==> config.mk <==
export PLATFORM = sky130hd
export DESIGN_NAME = uart_lite_tx_fifo_ctrl
export DESIGN_NICKNAME = d
export VERILOG_FILES = /design/src/rtl/uart_lite_pkg.sv /design/src/rtl/sync_fifo.sv /design/src/rtl/uart_lite_tx_fifo_ctrl.sv
export SDC_FILE = /design/constraint.sdc
export NUM_CORES = 1
export LEC_CHECK = 0
export CAP_MARGIN = 10
export CORE_MARGIN = 3
export CORE_UTILIZATION = 49
export CTS_BUF_LIST = sky130_fd_sc_hd__clkbuf_8 sky130_fd_sc_hd__clkbuf_16
export CTS_CLUSTER_SIZE = 20
export DETAILED_ROUTE_END_ITERATION = 10
export MAX_ROUTING_LAYER = met4
export PLACE_DENSITY_LB_ADDON = 0.12
export SLEW_MARGIN = 20
export SYNTH_ARGS = -nofsm -noshare
export SYNTH_HDL_FRONTEND = slang
export SYNTH_SLANG_ARGS = --single-unit
==> constraint.sdc <==
create_clock -name clk -period 2.8 [get_ports clk]
set_clock_uncertainty 0.2 [all_clocks]
set_input_delay 0.28 -clock clk [delete_from_list [all_inputs] [get_ports clk]]
set_output_delay 0.28 -clock clk [all_outputs]
set_load 0.01 [all_outputs]
==> src/rtl/uart_lite_pkg.sv <==
// Shared constants and state encoding for the AXI UART Lite TX feeder.
package uart_lite_pkg;

  localparam int unsigned UART_CTRL_OFFSET   = 'hC;
  localparam int unsigned UART_STAT_OFFSET   = 'h8;
  localparam int unsigned UART_TXFIFO_OFFSET = 'h4;

  localparam logic [7:0] CTRL_RST_FIFOS = 8'h03;

  localparam logic [1:0] RESP_OKAY   = 2'b00;
  localparam logic [1:0] RESP_SLVERR = 2'b10;

  typedef enum logic [2:0] {
    INIT_WR,
    INIT_RESP,
    IDLE,
    STAT_RD,
    STAT_WAIT,
    TX_WR,
    TX_RESP
  } tx_state_e;

endpackage

==> src/rtl/sync_fifo.sv <==
// Single-clock first-word fall-through FIFO with occupancy output.
module sync_fifo #(
  parameter int unsigned WIDTH = 8,
  parameter int unsigned DEPTH = 16
) (
  input  logic                     clk,
  input  logic                     rst,
  input  logic                     push,
  input  logic [WIDTH-1:0]         din,
  input  logic                     pop,
  output logic [WIDTH-1:0]         dout,
  output logic [$clog2(DEPTH):0]   level,
  output logic                     full
);

  localparam int unsigned PW = $clog2(DEPTH);
  localparam int unsigned LW = PW + 1;

  logic [WIDTH-1:0] mem [DEPTH];
  logic [PW-1:0]    wr_ptr;
  logic [PW-1:0]    rd_ptr;
  logic             do_push;
  logic             do_pop;

  assign full    = (level == LW'(DEPTH));
  assign do_push = push && !full;
  assign do_pop  = pop && (level != '0);
  assign dout    = mem[rd_ptr];

  always_ff @(posedge clk) begin
    if (do_push) mem[wr_ptr] <= din;
  end

  // Pointers wrap naturally because DEPTH is a power of two.
  always_ff @(posedge clk or posedge rst) begin
    if (rst) begin
      wr_ptr <= '0;
      rd_ptr <= '0;
      level  <= '0;
    end else begin
      if (do_push) wr_ptr <= wr_ptr + PW'(1);
      if (do_pop)  rd_ptr <= rd_ptr + PW'(1);
      case ({do_push, do_pop})
        2'b10:   level <= level + LW'(1);
        2'b01:   level <= level - LW'(1);
        default: level <= level;
      endcase
    end
  end

endmodule

==> src/rtl/uart_lite_tx_fifo_ctrl.sv <==
// AXI4-Lite master feeding an AXI UART Lite TX FIFO from a buffered byte stream.
// Define UART_TX_STATS_EN to add the tx_count / retry_count statistics ports.
module uart_lite_tx_fifo_ctrl
  import uart_lite_pkg::*;
#(
  parameter int unsigned FIFO_DEPTH    = 16,
  parameter int unsigned ADDR_W        = 4,
  parameter int unsigned DATA_W        = 32,
  parameter int unsigned CTRL_OFFSET   = UART_CTRL_OFFSET,
  parameter int unsigned STAT_OFFSET   = UART_STAT_OFFSET,
  parameter int unsigned TXFIFO_OFFSET = UART_TXFIFO_OFFSET,
  parameter int unsigned TXFULL_BIT    = 3,
  parameter int unsigned MAX_RETRY     = 3
) (
  input  logic                          clk,
  input  logic                          rst,
  input  logic [7:0]                    s_data,
  input  logic                          s_valid,
  output logic                          s_ready,
  output logic [ADDR_W-1:0]             awaddr,
  output logic                          awvalid,
  input  logic                          awready,
  output logic [DATA_W-1:0]             wdata,
  output logic [DATA_W/8-1:0]           wstrb,
  output logic                          wvalid,
  input  logic                          wready,
  input  logic [1:0]                    bresp,
  input  logic                          bvalid,
  output logic                          bready,
  output logic [ADDR_W-1:0]             araddr,
  output logic                          arvalid,
  input  logic                          arready,
  input  logic [DATA_W-1:0]             rdata,
  input  logic [1:0]                    rresp,
  input  logic                          rvalid,
  output logic                          rready,
  output logic [$clog2(FIFO_DEPTH):0]   fifo_level,
  output logic                          init_done,
  output logic                          err,
`ifdef UART_TX_STATS_EN
  output logic [31:0]                   tx_count,
  output logic [15:0]                   retry_count,
`endif
  input  logic                          err_clr
);

  localparam int unsigned RW = $clog2(MAX_RETRY + 2);

  tx_state_e       state;
  logic [7:0]      head;
  logic            full;
  logic            push;
  logic            pop;
  logic            b_ok;
  logic            drop;
  logic            wr_done;
  logic            err_set;
  logic [RW-1:0]   retry_cnt;
  logic            unused_rdata;

  assign s_ready      = init_done && !full;
  assign push         = s_valid && s_ready;
  assign b_ok         = (bresp == RESP_OKAY);
  assign drop         = (retry_cnt >= RW'(MAX_RETRY));
  assign pop          = (state == TX_RESP) && bvalid && (b_ok || drop);
  assign err_set      = (state == TX_RESP) && bvalid && !b_ok && drop;
  // A channel is finished once its valid is low or it handshakes this cycle.
  assign wr_done      = (!awvalid || awready) && (!wvalid || wready);
  assign unused_rdata = ^rdata;

  sync_fifo #(
    .WIDTH (8),
    .DEPTH (FIFO_DEPTH)
  ) u_fifo (
    .clk   (clk),
    .rst   (rst),
    .push  (push),
    .din   (s_data),
    .pop   (pop),
    .dout  (head),
    .level (fifo_level),
    .full  (full)
  );

  always_ff @(posedge clk or posedge rst) begin
    if (rst) begin
      state     <= INIT_WR;
      awaddr    <= '0;
      awvalid   <= 1'b0;
      wdata     <= '0;
      wstrb     <= '0;
      wvalid    <= 1'b0;
      bready    <= 1'b0;
      araddr    <= '0;
      arvalid   <= 1'b0;
      rready    <= 1'b0;
      init_done <= 1'b0;
      err       <= 1'b0;
      retry_cnt <= '0;
    end else begin
      wstrb <= '1;
      err   <= err_clr ? 1'b0 : (err || err_set);
      case (state)
        INIT_WR: begin
          // Both valids low here only on the first cycle out of reset.
          if (!awvalid && !wvalid) begin
            awaddr  <= ADDR_W'(CTRL_OFFSET);
            wdata   <= DATA_W'(CTRL_RST_FIFOS);
            awvalid <= 1'b1;
            wvalid  <= 1'b1;
          end else begin
            if (awready) awvalid <= 1'b0;
            if (wready)  wvalid  <= 1'b0;
            if (wr_done) begin
              bready <= 1'b1;
              state  <= INIT_RESP;
            end
          end
        end
        INIT_RESP: begin
          if (bvalid) begin
            bready <= 1'b0;
            if (b_ok) begin
              init_done <= 1'b1;
              state     <= IDLE;
            end else begin
              awvalid <= 1'b1;
              wvalid  <= 1'b1;
              state   <= INIT_WR;
            end
          end
        end
        IDLE: begin
          if (fifo_level != '0) begin
            araddr  <= ADDR_W'(STAT_OFFSET);
            arvalid <= 1'b1;
            state   <= STAT_RD;
          end
        end
        STAT_RD: begin
          if (arready) begin
            arvalid <= 1'b0;
            rready  <= 1'b1;
            state   <= STAT_WAIT;
          end
        end
        STAT_WAIT: begin
          if (rvalid) begin
            rready <= 1'b0;
            if ((rresp != RESP_OKAY) || rdata[TXFULL_BIT]) begin
              state <= IDLE;
            end else begin
              awaddr  <= ADDR_W'(TXFIFO_OFFSET);
              wdata   <= DATA_W'(head);
              awvalid <= 1'b1;
              wvalid  <= 1'b1;
              state   <= TX_WR;
            end
          end
        end
        TX_WR: begin
          if (awready) awvalid <= 1'b0;
          if (wready)  wvalid  <= 1'b0;
          if (wr_done) begin
            bready <= 1'b1;
            state  <= TX_RESP;
          end
        end
        TX_RESP: begin
          if (bvalid) begin
            bready <= 1'b0;
            if (!b_ok && !drop) begin
              retry_cnt <= retry_cnt + RW'(1);
              awvalid   <= 1'b1;
              wvalid    <= 1'b1;
              state     <= TX_WR;
            end else begin
              retry_cnt <= '0;
              state     <= IDLE;
            end
          end
        end
        default: state <= INIT_WR;
      endcase
    end
  end

`ifdef UART_TX_STATS_EN
  always_ff @(posedge clk or posedge rst) begin
    if (rst) begin
      tx_count    <= '0;
      retry_count <= '0;
    end else if ((state == TX_RESP) && bvalid) begin
      if (b_ok && (tx_count != '1))         tx_count    <= tx_count + 32'd1;
      if (!b_ok && (retry_count != '1))     retry_count <= retry_count + 16'd1;
    end
  end
`endif

endmodule
==> Flow_metrics.wiki, run 1 <==
{| class="wikitable"
! Metric !! Value
|-
| Clock transition at the register clock pins on the worst setup and hold paths after CTS || 0.07 ns
|-
| Number of vias per cell || 5.519
|-
| Number of synthesized register bits || 166
|-
| Pin count of the biggest net entering global routing || 39
|-
| Portion of total power attributed to sequential cells || 38.7%
|-
| Layout cells sized above 1 || 23.39%
|-
| Antenna violations before repair || 0
|-
| Tcrit/Tclk final || 97.95%
|-
| Max Freq || 0.3646 GHz
|-
| Final cell count without fillers || 740
|-
| Post-synth design cell area || 0.007263 mm²
|-
| Commonest cells after routing, fill and taps aside || sky130_fd_sc_hd__edfxtp_1, sky130_fd_sc_hd__clkdlybuf4s50_1, sky130_fd_sc_hd__buf_4
|-
| DRC marker count from the first detailed-route iteration || 251
|-
| Fraction of power spent switching nets || 30.33%
|-
| Pre-Repair DR Iteration Count || 4
|-
| Met2 global-route usage || 29.51%
|-
| Final-report hold violation count || 0
|-
| Yosys cell types || 59
|-
| Num CTS Buffers || 17
|-
| Drt total wl || 14560 µm
|-
| Area delta synth->final || 20.21%
|-
| Detail Route Antenna Nets || 0
|-
| Insertion delay of the later-clocked pin in the worst-skew pair || 0.43 ns
|-
| Per-instance average area after synthesis || 15.65 µm²
|-
| CP arrival || 2.85 ns
|-
| Width of the die || 127.8 µm
|-
| Total vias in the final route || 4084
|-
| Top FF cell, synth || sky130_fd_sc_hd__edfxtp_1
|-
| Nature of the critical path startpoint || flip-flop
|-
| Clock tree from TritonCTS || yes
|-
| Least-Margin Pin Slew || 0.6033 ns
|-
| Critical setup path kind || reg -> reg
|-
| # diodes || 0
|-
| Clock net sink count || 166
|-
| Total global-route track usage || 19.19%
|-
| Fraction of registers with async set/reset || 22.89%
|-
| Part of the power in combinational logic || 32.4%
|-
| Ratio of total power to cell area || 956.7 mW/mm²
|-
| Total half-perimeter wirelength after legalization and detailed placement || 9531 µm
|-
| Hold Path Class || in -> async
|-
| Via count of the first global-routing pass || 4041
|-
| GR Util met1 || 25.85%
|-
| Max transition margin || 59.65%
|-
| Switching power of the nets || 2.533 mW
|-
| Starting Density || 51.14%
|-
| Die ar. || 0.01632 mm²
|-
| Placeable core region || 0.01420 mm²
|-
| Peak VDD IR || 0.5045 mV
|-
| Number of nets in the final layout || 610
|-
| Input/output buffers || 49
|-
| GR Layer Usage met3 || 4.333%
|-
| Endpoint kind of the worst setup timing path || flip-flop
|-
| GRT Max-Usage Layer || met2
|-
| Critical path required time || 2.90 ns
|-
| Site Rows || 43
|-
| Max-capacitance violation count || 0
|-
| H-tree levels || 4
|-
| Y dimension of the die || 127.8 µm
|-
| Global-route wire length before repair || 22580 µm
|-
| Total gr overflow || 0
|-
| Setup repair after global routing missed its margin || yes
|-
| Syn Inst Count || 464
|-
| Final setup violating endpoints || 0
|-
| Count of synthesis-stage warnings from yosys || 0
|-
| Avg WL per Cell || 19.67 µm
|-
| Run status || complete, no violations
|-
| Max-slew violation count || 0
|-
| CTS Buffer Depth || 2
|-
| Critical-path maximum fanout || 4
|-
| Internal power of the cells || 5.819 mW
|-
| DR DRC count || 0
|-
| Pleak || 3.171 nW
|-
| Final weighted congestion of routability-driven global placement || 0.8204
|-
| Clock Tree Root || sky130_fd_sc_hd__clkbuf_16
|-
| Period minus WS final || 2.743 ns
|-
| Clock network power share || 28.9%
|-
| Count of flip-flops with a built-in enable after synthesis || 128
|-
| Boundary pin count || 110
|-
| Most common cell after layout, fill and taps aside || sky130_fd_sc_hd__edfxtp_1
|-
| Seq/Total Area, Yosys || 66.01%
|-
| Final design area excluding fillers || 0.008731 mm²
|-
| R2R Setup Slk || 0.06 ns
|-
| DP Cell Count || 706
|-
| Placement-stage cell area || 0.008065 mm²
|}
[per-stage QoR]
step | hold WS (ns) | setup slack [ns] | TNS, ns | power (mW) | utilization, %
2_1_floorplan | 0.1464 | -0.1300 | -0.1781 | 5.019 | -
3_3_place_gp | 0.2533 | 0.07199 | 0 | 5.882 | 56.78
3_5_place_dp | 0.2656 | 0.01461 | 0 | 5.946 | 56.78
4_1_cts | 0.1098 | 0.005809 | 0 | 8.374 | 61.12
5_1_grt | 0.1516 | -0.03490 | -0.05868 | 8.781 | 61.47
6_report | 0.08279 | 0.05735 | 0 | 8.353 | 61.47
[cells in the mapped netlist (all sizes together) (2+ instances only)]
cell / number / area (µm²)
nor2b: 5 / 31.28
nand2b: 5 / 31.28
nor2: 21 / 78.83
nor3: 7 / 35.03
a211o: 3 / 26.28
nand3: 5 / 25.02
edfxtp: 128 / 3844
a2bb2oi: 2 / 17.52
nand4: 2 / 12.51
o21ai: 16 / 83.83
o31ai: 2 / 15.01
clkbuf: 7 / 26.28
mux4: 30 / 675.7
nand2: 17 / 63.81
o21a: 4 / 30.03
nand3b: 2 / 15.01
xor2: 5 / 43.79
dfrtp: 38 / 950.9
inv: 12 / 45.04
a211oi: 2 / 15.01
mux2: 10 / 116.4
buf: 45 / 301.5
xnor2: 7 / 61.31
nor3b: 3 / 27.52
a221o: 6 / 60.06
a22oi: 2 / 15.01
mux2i: 11 / 110.1
a21oi: 10 / 50.05
nor4: 2 / 12.51
ha: 10 / 125.1
and2: 17 / 106.4
a31oi: 5 / 31.28
a21o: 2 / 16.27
and3: 2 / 12.51
or2: 3 / 21.27
conb: 2 / 7.510
or4: 2 / 18.77
[worst max-delay path, stage by stage (launching register included)]
cell                       delay [ns]
sky130_fd_sc_hd__dfrtp_1         0.42
sky130_fd_sc_hd__ha_2            0.21
sky130_fd_sc_hd__ha_4            0.16
sky130_fd_sc_hd__a211o_1         0.28
sky130_fd_sc_hd__nor2_4          0.17
sky130_fd_sc_hd__nor3b_4         0.07
sky130_fd_sc_hd__ha_4            0.18
sky130_fd_sc_hd__a21o_2          0.18
sky130_fd_sc_hd__a22o_1          0.17
sky130_fd_sc_hd__a222oi_1        0.34
sky130_fd_sc_hd__nor2_1          0.10
sky130_fd_sc_hd__xor2_1          0.15
[worst paths after layout]
path / start / end / cells after the start
worst min-delay path: rst / rready / 3
min in group clk: err_clr / err / 2
worst max register to register: retry_cnt[1] / u_fifo.level[3] / 11
worst max-delay path: retry_cnt[1] / u_fifo.level[3] / 11
max in group asynchronous: rst / u_fifo.rd_ptr[0] / 3
worst min register to register: awaddr[2] / awaddr[2] / 1
[area by class of cell]
class                      count  area, µm²
clock buffer                  17      425.4
tap                          180      225.2
fill                        1061       5473
clock inverter                15      187.7
inverter                      12      47.55
timing repair buffer          88      783.3
sequential                   166       4800
multi-input combinational    262       2262
[per-layer routing]
metal	vias up	wire length [µm]
met2	120	7081
met4	0	171
met1	2068	6515
met3	17	791
met5	-	0
li1	1879	-
[repair_timing]
item / 4_1_cts / 5_1_grt
resized for setup: 1 / 6
setup buffers: 0 / 2
setup endpoints to repair: 1 / 3
pin swaps: 3 / 11
hold buffers: 0 / 0
[state kept, by name, summed over array words and instances (netlist names)]
signal and cells:
araddr 1, arvalid 1, awaddr 2, awvalid 1, bready 1, err 1, init_done 1, retry_cnt 3
rready 1, state 3, u_fifo.level 5, u_fifo.mem 128, u_fifo.rd_ptr 4, u_fifo.wr_ptr 4, wdata 8, wstrb 1
wvalid 1
[kinds of logic after synthesis]
logic type | synth area share, %
DFF | 66.01
and+or+nand+nor | 7.045
AOI/OAI and AO/OA | 6.116
buffers and inverters | 5.134
muxes | 12.42
xor gates and xnor gates | 1.447
adders and majority gates | 1.723
other | 0.1034
[power by group through the flow]
stage | registers, mW | logic, mW | clock network [mW]
floorplan | 3.29 | 1.72 | 0
global placement | 3.27 | 2.61 | 0
detailed placement | 3.28 | 2.66 | 0
CTS | 3.23 | 2.68 | 2.46
global route | 3.28 | 2.94 | 2.56
finish | 3.24 | 2.70 | 2.41
Power figures use the tool's default switching activity.
==> inputs of run 2 (changes only) <==
MAX_ROUTING_LAYER = unset   (was met4)
PLACE_DENSITY_LB_ADDON = 0.3   (was 0.12)
==> run 2 against run 1 <==
Critical endpoint is now u_fifo.level[4]; combinational power is essentially flat; final area shrank 0.42%; via count grew 1.4%; fmax shrank 0.94%; first-iteration DRC count grew 50%; largest cell class unchanged; wire length grew 0.95%; largest power group unchanged.
==> Flow_metrics.wiki, run 2 (synthesis results as in run 1) <==
{| class="wikitable"
! Metric !! Value
|-
| Pleak || 3.173 nW (was 3.171 nW)
|-
| DR DRC count || 0 (unchanged)
|-
| DRC marker count from the first detailed-route iteration || 377 (was 251)
|-
| Final weighted congestion of routability-driven global placement || 0.8477 (was 0.8204)
|-
| Input/output buffers || 49 (unchanged)
|-
| Y dimension of the die || 127.8 µm (unchanged)
|-
| Critical-path maximum fanout || 4 (unchanged)
|-
| Site Rows || 43 (unchanged)
|-
| Total gr overflow || 0 (unchanged)
|-
| # diodes || 0 (unchanged)
|-
| Commonest cells after routing, fill and taps aside || sky130_fd_sc_hd__edfxtp_1, sky130_fd_sc_hd__clkdlybuf4s50_1, sky130_fd_sc_hd__buf_4 (unchanged)
|-
| Setup repair after global routing missed its margin || yes (unchanged)
|-
| Endpoint kind of the worst setup timing path || flip-flop (unchanged)
|-
| Largest register by flop count || u_fifo.mem (unchanged)
|-
| Critical path required time || 2.94 ns (was 2.90 ns)
|-
| Num CTS Buffers || 17 (unchanged)
|-
| Number of vias per cell || 5.572 (was 5.519)
|-
| Period minus WS final || 2.769 ns (was 2.743 ns)
|-
| Filler Cell Count || 1009 (was 1061)
|-
| Layout cells sized above 1 || 23.62% (was 23.39%)
|-
| Placement-stage cell area || 0.008050 mm² (was 0.008065 mm²)
|-
| Pin count of the biggest net entering global routing || 20 (was 39)
|-
| Tcrit/Tclk final || 98.88% (was 97.95%)
|-
| Final hold slack || 0.02387 ns (was 0.08279 ns)
|-
| Clock Tree Root || sky130_fd_sc_hd__clkbuf_16 (unchanged)
|-
| Largest regs || u_fifo.mem: 128 flops, wdata: 8 flops, u_fifo.level: 5 flops (unchanged)
|-
| Drt total wl || 14700 µm (was 14560 µm)
|-
| Antenna violations before repair || 0 (unchanged)
|-
| Hold buffer count at CTS || 0 (unchanged)
|-
| Placeable core region || 0.01420 mm² (unchanged)
|-
| Total half-perimeter wirelength after legalization and detailed placement || 9664 µm (was 9531 µm)
|-
| Detail Route Antenna Nets || 0 (unchanged)
|-
| Die ar. || 0.01632 mm² (unchanged)
|-
| H-tree levels || 4 (unchanged)
|-
| Total vias in the final route || 4140 (was 4084)
|-
| Final design area excluding fillers || 0.008695 mm² (was 0.008731 mm²)
|-
| Peak VDD IR || 0.5061 mV (was 0.5045 mV)
|-
| Avg WL per Cell || 19.78 µm (was 19.67 µm)
|-
| Least-Margin Pin Slew || 0.5891 ns (was 0.6033 ns)
|-
| CTS Buffer Depth || 2 (unchanged)
|-
| Most common cell after layout, fill and taps aside || sky130_fd_sc_hd__edfxtp_1 (unchanged)
|-
| Ratio of total power to cell area || 936.8 mW/mm² (was 956.7 mW/mm²)
|-
| Final setup violating endpoints || 0 (unchanged)
|-
| Number of flip-flops in the largest register || 128 (unchanged)
|-
| Max-capacitance violation count || 0 (unchanged)
|-
| Width of the die || 127.8 µm (unchanged)
|-
| Pre-Repair DR Iteration Count || 5 (was 4)
|-
| Max-slew violation count || 0 (unchanged)
|-
| Area delta synth->final || 19.71% (was 20.21%)
|-
| Boundary pin count || 110 (unchanged)
|-
| Max Freq || 0.3612 GHz (was 0.3646 GHz)
|-
| Area taken by flip-flops and latches || 0.004800 mm² (unchanged)
|-
| Clock net sink count || 166 (unchanged)
|-
| Total global-route track usage || 18.82% (was 19.19%)
|-
| Via count of the first global-routing pass || 4178 (was 4041)
|-
| Run status || complete, no violations (unchanged)
|-
| Clock transition at the register clock pins on the worst setup and hold paths after CTS || 0.06 ns (was 0.07 ns)
|-
| Nature of the critical path startpoint || flip-flop (unchanged)
|-
| Multi-input combinational cell area || 0.002260 mm² (was 0.002262 mm²)
|-
| Starting Density || 51.14% (unchanged)
|-
| Global-route wire length before repair || 22960 µm (was 22580 µm)
|-
| Final-report hold violation count || 0 (unchanged)
|-
| Max transition margin || 60.73% (was 59.65%)
|-
| CP arrival || 2.91 ns (was 2.85 ns)
|-
| Insertion delay of the later-clocked pin in the worst-skew pair || 0.42 ns (was 0.43 ns)
|-
| Clock tree from TritonCTS || yes (unchanged)
|-
| Critical setup path kind || reg -> reg (unchanged)
|-
| Number of nets in the final layout || 613 (was 610)
|-
| Hold Path Class || in -> async (unchanged)
|}
==> run 2: cell count changes in the layout (fill, tap and decap cells not counted), moves of 2 or more <==
cell	delta
sky130_fd_sc_hd__inv_1	+3
sky130_fd_sc_hd__bufinv_16	-2
sky130_fd_sc_hd__clkinv_2	+4
sky130_fd_sc_hd__clkinv_4	-2
sky130_fd_sc_hd__inv_6	-5
sky130_fd_sc_hd__clkbuf_8	+3
sky130_fd_sc_hd__buf_4	+3
==> run 2: cell type report <==
type | instances | share of cell area (%)
flip-flops and latches | 166 | 55.20
multi-input cells | 262 | 25.99
repair buffers | 91 | 9.268
clock buffers | 20 | 5.368
well taps | 180 | 2.590
clock inverters | 12 | 1.036
inverters | 12 | 0.5468
==> run 2: worst paths after layout <==
kind | cells after the start | to | slack (ns) | startpoint
max in group asynchronous | 3 | awaddr[2] | 1.75 | rst
min in group clk | 2 | err | 0.19 | err_clr
worst min-delay path | 2 | rready | 0.02 | rst
worst max register to register | 13 | u_fifo.level[4] | 0.03 | retry_cnt[1]
worst min register to register | 1 | araddr[3] | 0.28 | araddr[3]
worst max-delay path | 13 | u_fifo.level[4] | 0.03 | retry_cnt[1]
==> run 2: through the flow <==
| step | worst slack [ns] | util (%) | cells | setup TNS [ns] | power (mW) |
|---|---|---|---|---|---|
| after floorplan | -0.1300 | - | 492 | -0.1781 | 5.019 |
| after global placement | 0.07156 | 56.68 | 704 | 0 | 5.850 |
| after detailed placement | 0.01807 | 56.68 | 704 | 0 | 5.928 |
| after CTS | 0.01124 | 60.79 | 739 | 0 | 8.118 |
| after global routing | -0.09423 | 61.21 | 743 | -0.1410 | 8.579 |
| final | 0.03135 | 61.21 | 743 | 0 | 8.145 |
==> run 2: power by group <==
group	switching (mW)	leakage [nW]	internal, mW
combinational	1.31	1.28	1.41
clock	0.897	0.286	1.28
sequential	0.250	1.60	3.01
==> run 2: worst max-delay path, stage by stage (launching register included) <==
cell and delay [ns]:
sky130_fd_sc_hd__dfrtp_1 0.42, sky130_fd_sc_hd__ha_2 0.22, sky130_fd_sc_hd__ha_4 0.16, sky130_fd_sc_hd__a211o_1 0.28, sky130_fd_sc_hd__nor2_4 0.18, sky130_fd_sc_hd__nor3b_4 0.07
sky130_fd_sc_hd__ha_4 0.18, sky130_fd_sc_hd__xor2_1 0.16, sky130_fd_sc_hd__ha_2 0.22, sky130_fd_sc_hd__nand2_2 0.06, sky130_fd_sc_hd__nor2_2 0.11, sky130_fd_sc_hd__o21ai_1 0.08
sky130_fd_sc_hd__a31oi_1 0.21, sky130_fd_sc_hd__xnor2_1 0.14
==> run 2: per-layer routing <==
metal	GRT usage (%)	vias up	wire [µm]
met1	24.56	2098	6101
li1	-	1882	-
met5	0	-	0
met2	31.64	134	7596
met4	6.492	0	289
met3	3.875	26	712
==> run 2: repair_timing <==
action / in CTS / in global routing
buffers inserted: 3 / 4
endpoints found under the hold margin: 0 / 0
resized for setup: 1 / 7
pin swaps: 1 / 12
setup endpoints to repair: 1 / 3
gates cloned: 0 / 0
==> inputs of run 3 (changes only) <==
CORE_MARGIN = unset   (was 3)
==> run 3 against run 2 <==
Setup slack about the same; via count is 0.12% higher; hold slack got worse by 0.011 ns; combinational power down 2%; sequential share of layout area up 0.38 points; non-clock buffer count down 3; register-to-register slack barely moved; critical endpoint is now u_fifo.level[3].
==> Flow_metrics.wiki, run 3 (synthesis results as in run 1) <==
{| class="wikitable"
! Metric !! Value
|-
| CTS Buffer Depth || 2 (unchanged)
|-
| Antenna violations before repair || 0 (unchanged)
|-
| Total global-route track usage || 19.95% (was 18.82%)
|-
| Detail Route Antenna Nets || 0 (unchanged)
|-
| CP arrival || 2.88 ns (was 2.91 ns)
|-
| Starting Density || 50.16% (was 51.14%)
|-
| Site Rows || 44 (was 43)
|-
| Input/output buffers || 49 (unchanged)
|-
| DRC marker count from the first detailed-route iteration || 289 (was 377)
|-
| Pre-Repair DR Iteration Count || 5 (unchanged)
|-
| # diodes || 0 (unchanged)
|-
| Max Freq || 0.3612 GHz (about the same)
|-
| Crit path launch || retry_cnt[1] (unchanged)
|-
| Largest regs || u_fifo.mem: 128 flops, wdata: 8 flops, u_fifo.level: 5 flops (unchanged)
|-
| Placement-stage cell area || 0.008078 mm² (was 0.008050 mm²)
|-
| Drt total wl || 13980 µm (was 14700 µm)
|-
| Commonest cells after routing, fill and taps aside || sky130_fd_sc_hd__edfxtp_1, sky130_fd_sc_hd__clkdlybuf4s50_1, sky130_fd_sc_hd__buf_4 (unchanged)
|-
| Least-Margin Pin Slew || 0.6600 ns (was 0.5891 ns)
|-
| Number of nets in the final layout || 610 (was 613)
|-
| Hold buffer count at CTS || 0 (unchanged)
|-
| Peak VDD IR || 0.4367 mV (was 0.5061 mV)
|-
| Clock tree from TritonCTS || yes (unchanged)
|-
| Layout cells sized above 1 || 22.14% (was 23.62%)
|-
| Switching power of the nets || 2.451 mW (was 2.454 mW)
|-
| Number of vias per cell || 5.571 (was 5.572)
|-
| Y dimension of the die || 123.8 µm (was 127.8 µm)
|-
| Final weighted congestion of routability-driven global placement || 0.8285 (was 0.8477)
|-
| Placeable core region || 0.01448 mm² (was 0.01420 mm²)
|-
| Max transition margin || 56.00% (was 60.73%)
|-
| Final setup violating endpoints || 0 (unchanged)
|-
| Final-report hold violation count || 0 (unchanged)
|-
| Crit path setup slack, layout || 0.03179 ns (was 0.03135 ns)
|-
| Width of the die || 123.8 µm (was 127.8 µm)
|-
| Run status || complete, no violations (unchanged)
|-
| Pleak || 3.124 nW (was 3.173 nW)
|-
| Endpoint kind of the worst setup timing path || flip-flop (unchanged)
|-
| Internal power of the cells || 5.507 mW (was 5.692 mW)
|-
| Clock network power share || 25.6% (was 26.7%)
|-
| Final core utilization || 59.64% (was 61.21%)
|-
| Reg2Reg Capture Point || u_fifo.level[3] (was u_fifo.level[4])
|-
| DR DRC count || 0 (unchanged)
|-
| Pin count of the biggest net entering global routing || 20 (unchanged)
|-
| Most common cell after layout, fill and taps aside || sky130_fd_sc_hd__edfxtp_1 (unchanged)
|-
| Area delta synth->final || 18.88% (was 19.71%)
|-
| Clock transition at the register clock pins on the worst setup and hold paths after CTS || 0.07 ns (was 0.06 ns)
|-
| Part of the power in combinational logic || 33.6% (was 33.3%)
|-
| Critical path required time || 2.91 ns (was 2.94 ns)
|-
| Startpoint of the lowest-slack register-to-register path || retry_cnt[1] (unchanged)
|-
| Portion of total power attributed to sequential cells || 40.8% (was 40.0%)
|-
| Total half-perimeter wirelength after legalization and detailed placement || 9272 µm (was 9664 µm)
|-
| Critical setup path kind || reg -> reg (unchanged)
|-
| Setup repair after global routing missed its margin || yes (unchanged)
|-
| Final hold slack || 0.01292 ns (was 0.02387 ns)
|-
| Fraction of power spent switching nets || 30.80% (was 30.12%)
|-
| Max-capacitance violation count || 0 (unchanged)
|-
| Max-slew violation count || 0 (unchanged)
|-
| Die ar. || 0.01531 mm² (was 0.01632 mm²)
|-
| Number of flip-flops in the largest register || 128 (unchanged)
|-
| Setup TNS after final layout || 0 ns (unchanged)
|-
| Insertion delay of the later-clocked pin in the worst-skew pair || 0.42 ns (about the same)
|-
| Clock Tree Root || sky130_fd_sc_hd__clkbuf_16 (unchanged)
|-
| Avg WL per Cell || 18.78 µm (was 19.78 µm)
|-
| H-tree levels || 4 (unchanged)
|-
| Critical-path maximum fanout || 7 (was 4)
|-
| Ratio of total power to cell area || 921.6 mW/mm² (was 936.8 mW/mm²)
|-
| Total gr overflow || 0 (unchanged)
|-
| Total vias in the final route || 4145 (was 4140)
|-
| Global-route wire length before repair || 21560 µm (was 22960 µm)
|-
| Hold Path Class || in -> async (unchanged)
|-
| Clock net sink count || 166 (unchanged)
|-
| Critical path capture point || u_fifo.level[3] (was u_fifo.level[4])
|-
| Tcrit/Tclk final || 98.86% (was 98.88%)
|-
| Filler Cell Count || 1074 (was 1009)
|-
| Boundary pin count || 110 (unchanged)
|-
| Period minus WS final || 2.768 ns (was 2.769 ns)
|-
| Post-placement setup slack || 0.03187 ns (was 0.01807 ns)
|-
| R2R Setup Slk || 0.03 ns (about the same)
|-
| Final design area excluding fillers || 0.008635 mm² (was 0.008695 mm²)
|-
| Num CTS Buffers || 17 (unchanged)
|-
| FF-to-FF path depth || 11 (was 13)
|-
| Largest register by flop count || u_fifo.mem (unchanged)
|-
| Via count of the first global-routing pass || 3993 (was 4178)
|-
| Nature of the critical path startpoint || flip-flop (unchanged)
|}
-- run 3: what timing repair did --
item / 4_1_cts / 5_1_grt
setup endpoints to repair: 0 / 3
hold endpoints to repair: 0 / 0
setup buffers: 0 / 1
gates resized for setup: 0 / 7
-- run 3: power by group through the flow --
stage,clock network [mW],registers (mW),logic [mW]
after floorplan,0,3.29,1.72
after detailed placement,0,3.29,2.63
final,2.04,3.25,2.67
after global placement,0,3.27,2.58
after CTS,2.08,3.25,2.66
after global routing,2.18,3.29,2.92
-- run 3: final cells by class --
cell class                      instances  area (µm²)  share of cell area [%]
Timing Repair Buffer                   88       783.3                   9.071
Clock inverter                         15       86.33                  0.9999
Inverter                               12       47.55                  0.5506
Multi-Input combinational cell        262        2262                   26.20
Clock buffer                           17       425.4                   4.927
Tap cell                              184       230.2                   2.666
Sequential cell                       166        4800                   55.59
-- run 3: worst min-delay path by stage --
stage	start	endpoint	slack, ns
final	rst	wdata[0]	0.01
after global placement	awaddr[2]	awaddr[2]	0.25
after global routing	rst	wdata[0]	0.08
after detailed placement	araddr[3]	araddr[3]	0.27
after floorplan	err_clr	err	0.15
after CTS	rst	wdata[0]	0.02
-- run 3: routing by layer --
layer	GRT usage, %	vias up	share of wire (%)
li1	-	1882	-
met1	25.81	2095	43
met2	32.01	140	51
met3	4.808	28	4.7
met4	9.111	0	2.1
met5	0	-	0
-- run 3: stage by stage --
stage | power (mW) | cells
after floorplan | 5.019 | 492
after global placement | 5.847 | 711
after detailed placement | 5.927 | 711
after CTS | 7.980 | 743
after global routing | 8.389 | 744
final | 7.958 | 744
-- run 3: critical path: stages (launching register included) --
cell	delay, ns
sky130_fd_sc_hd__dfrtp_1	0.41
sky130_fd_sc_hd__ha_2	0.20
sky130_fd_sc_hd__ha_4	0.16
sky130_fd_sc_hd__a211o_1	0.28
sky130_fd_sc_hd__nor2_4	0.18
sky130_fd_sc_hd__nor3b_4	0.07
sky130_fd_sc_hd__ha_4	0.20
sky130_fd_sc_hd__buf_4	0.15
sky130_fd_sc_hd__a22o_1	0.22
sky130_fd_sc_hd__a222oi_1	0.34
sky130_fd_sc_hd__nor2_1	0.10
sky130_fd_sc_hd__xor2_1	0.15
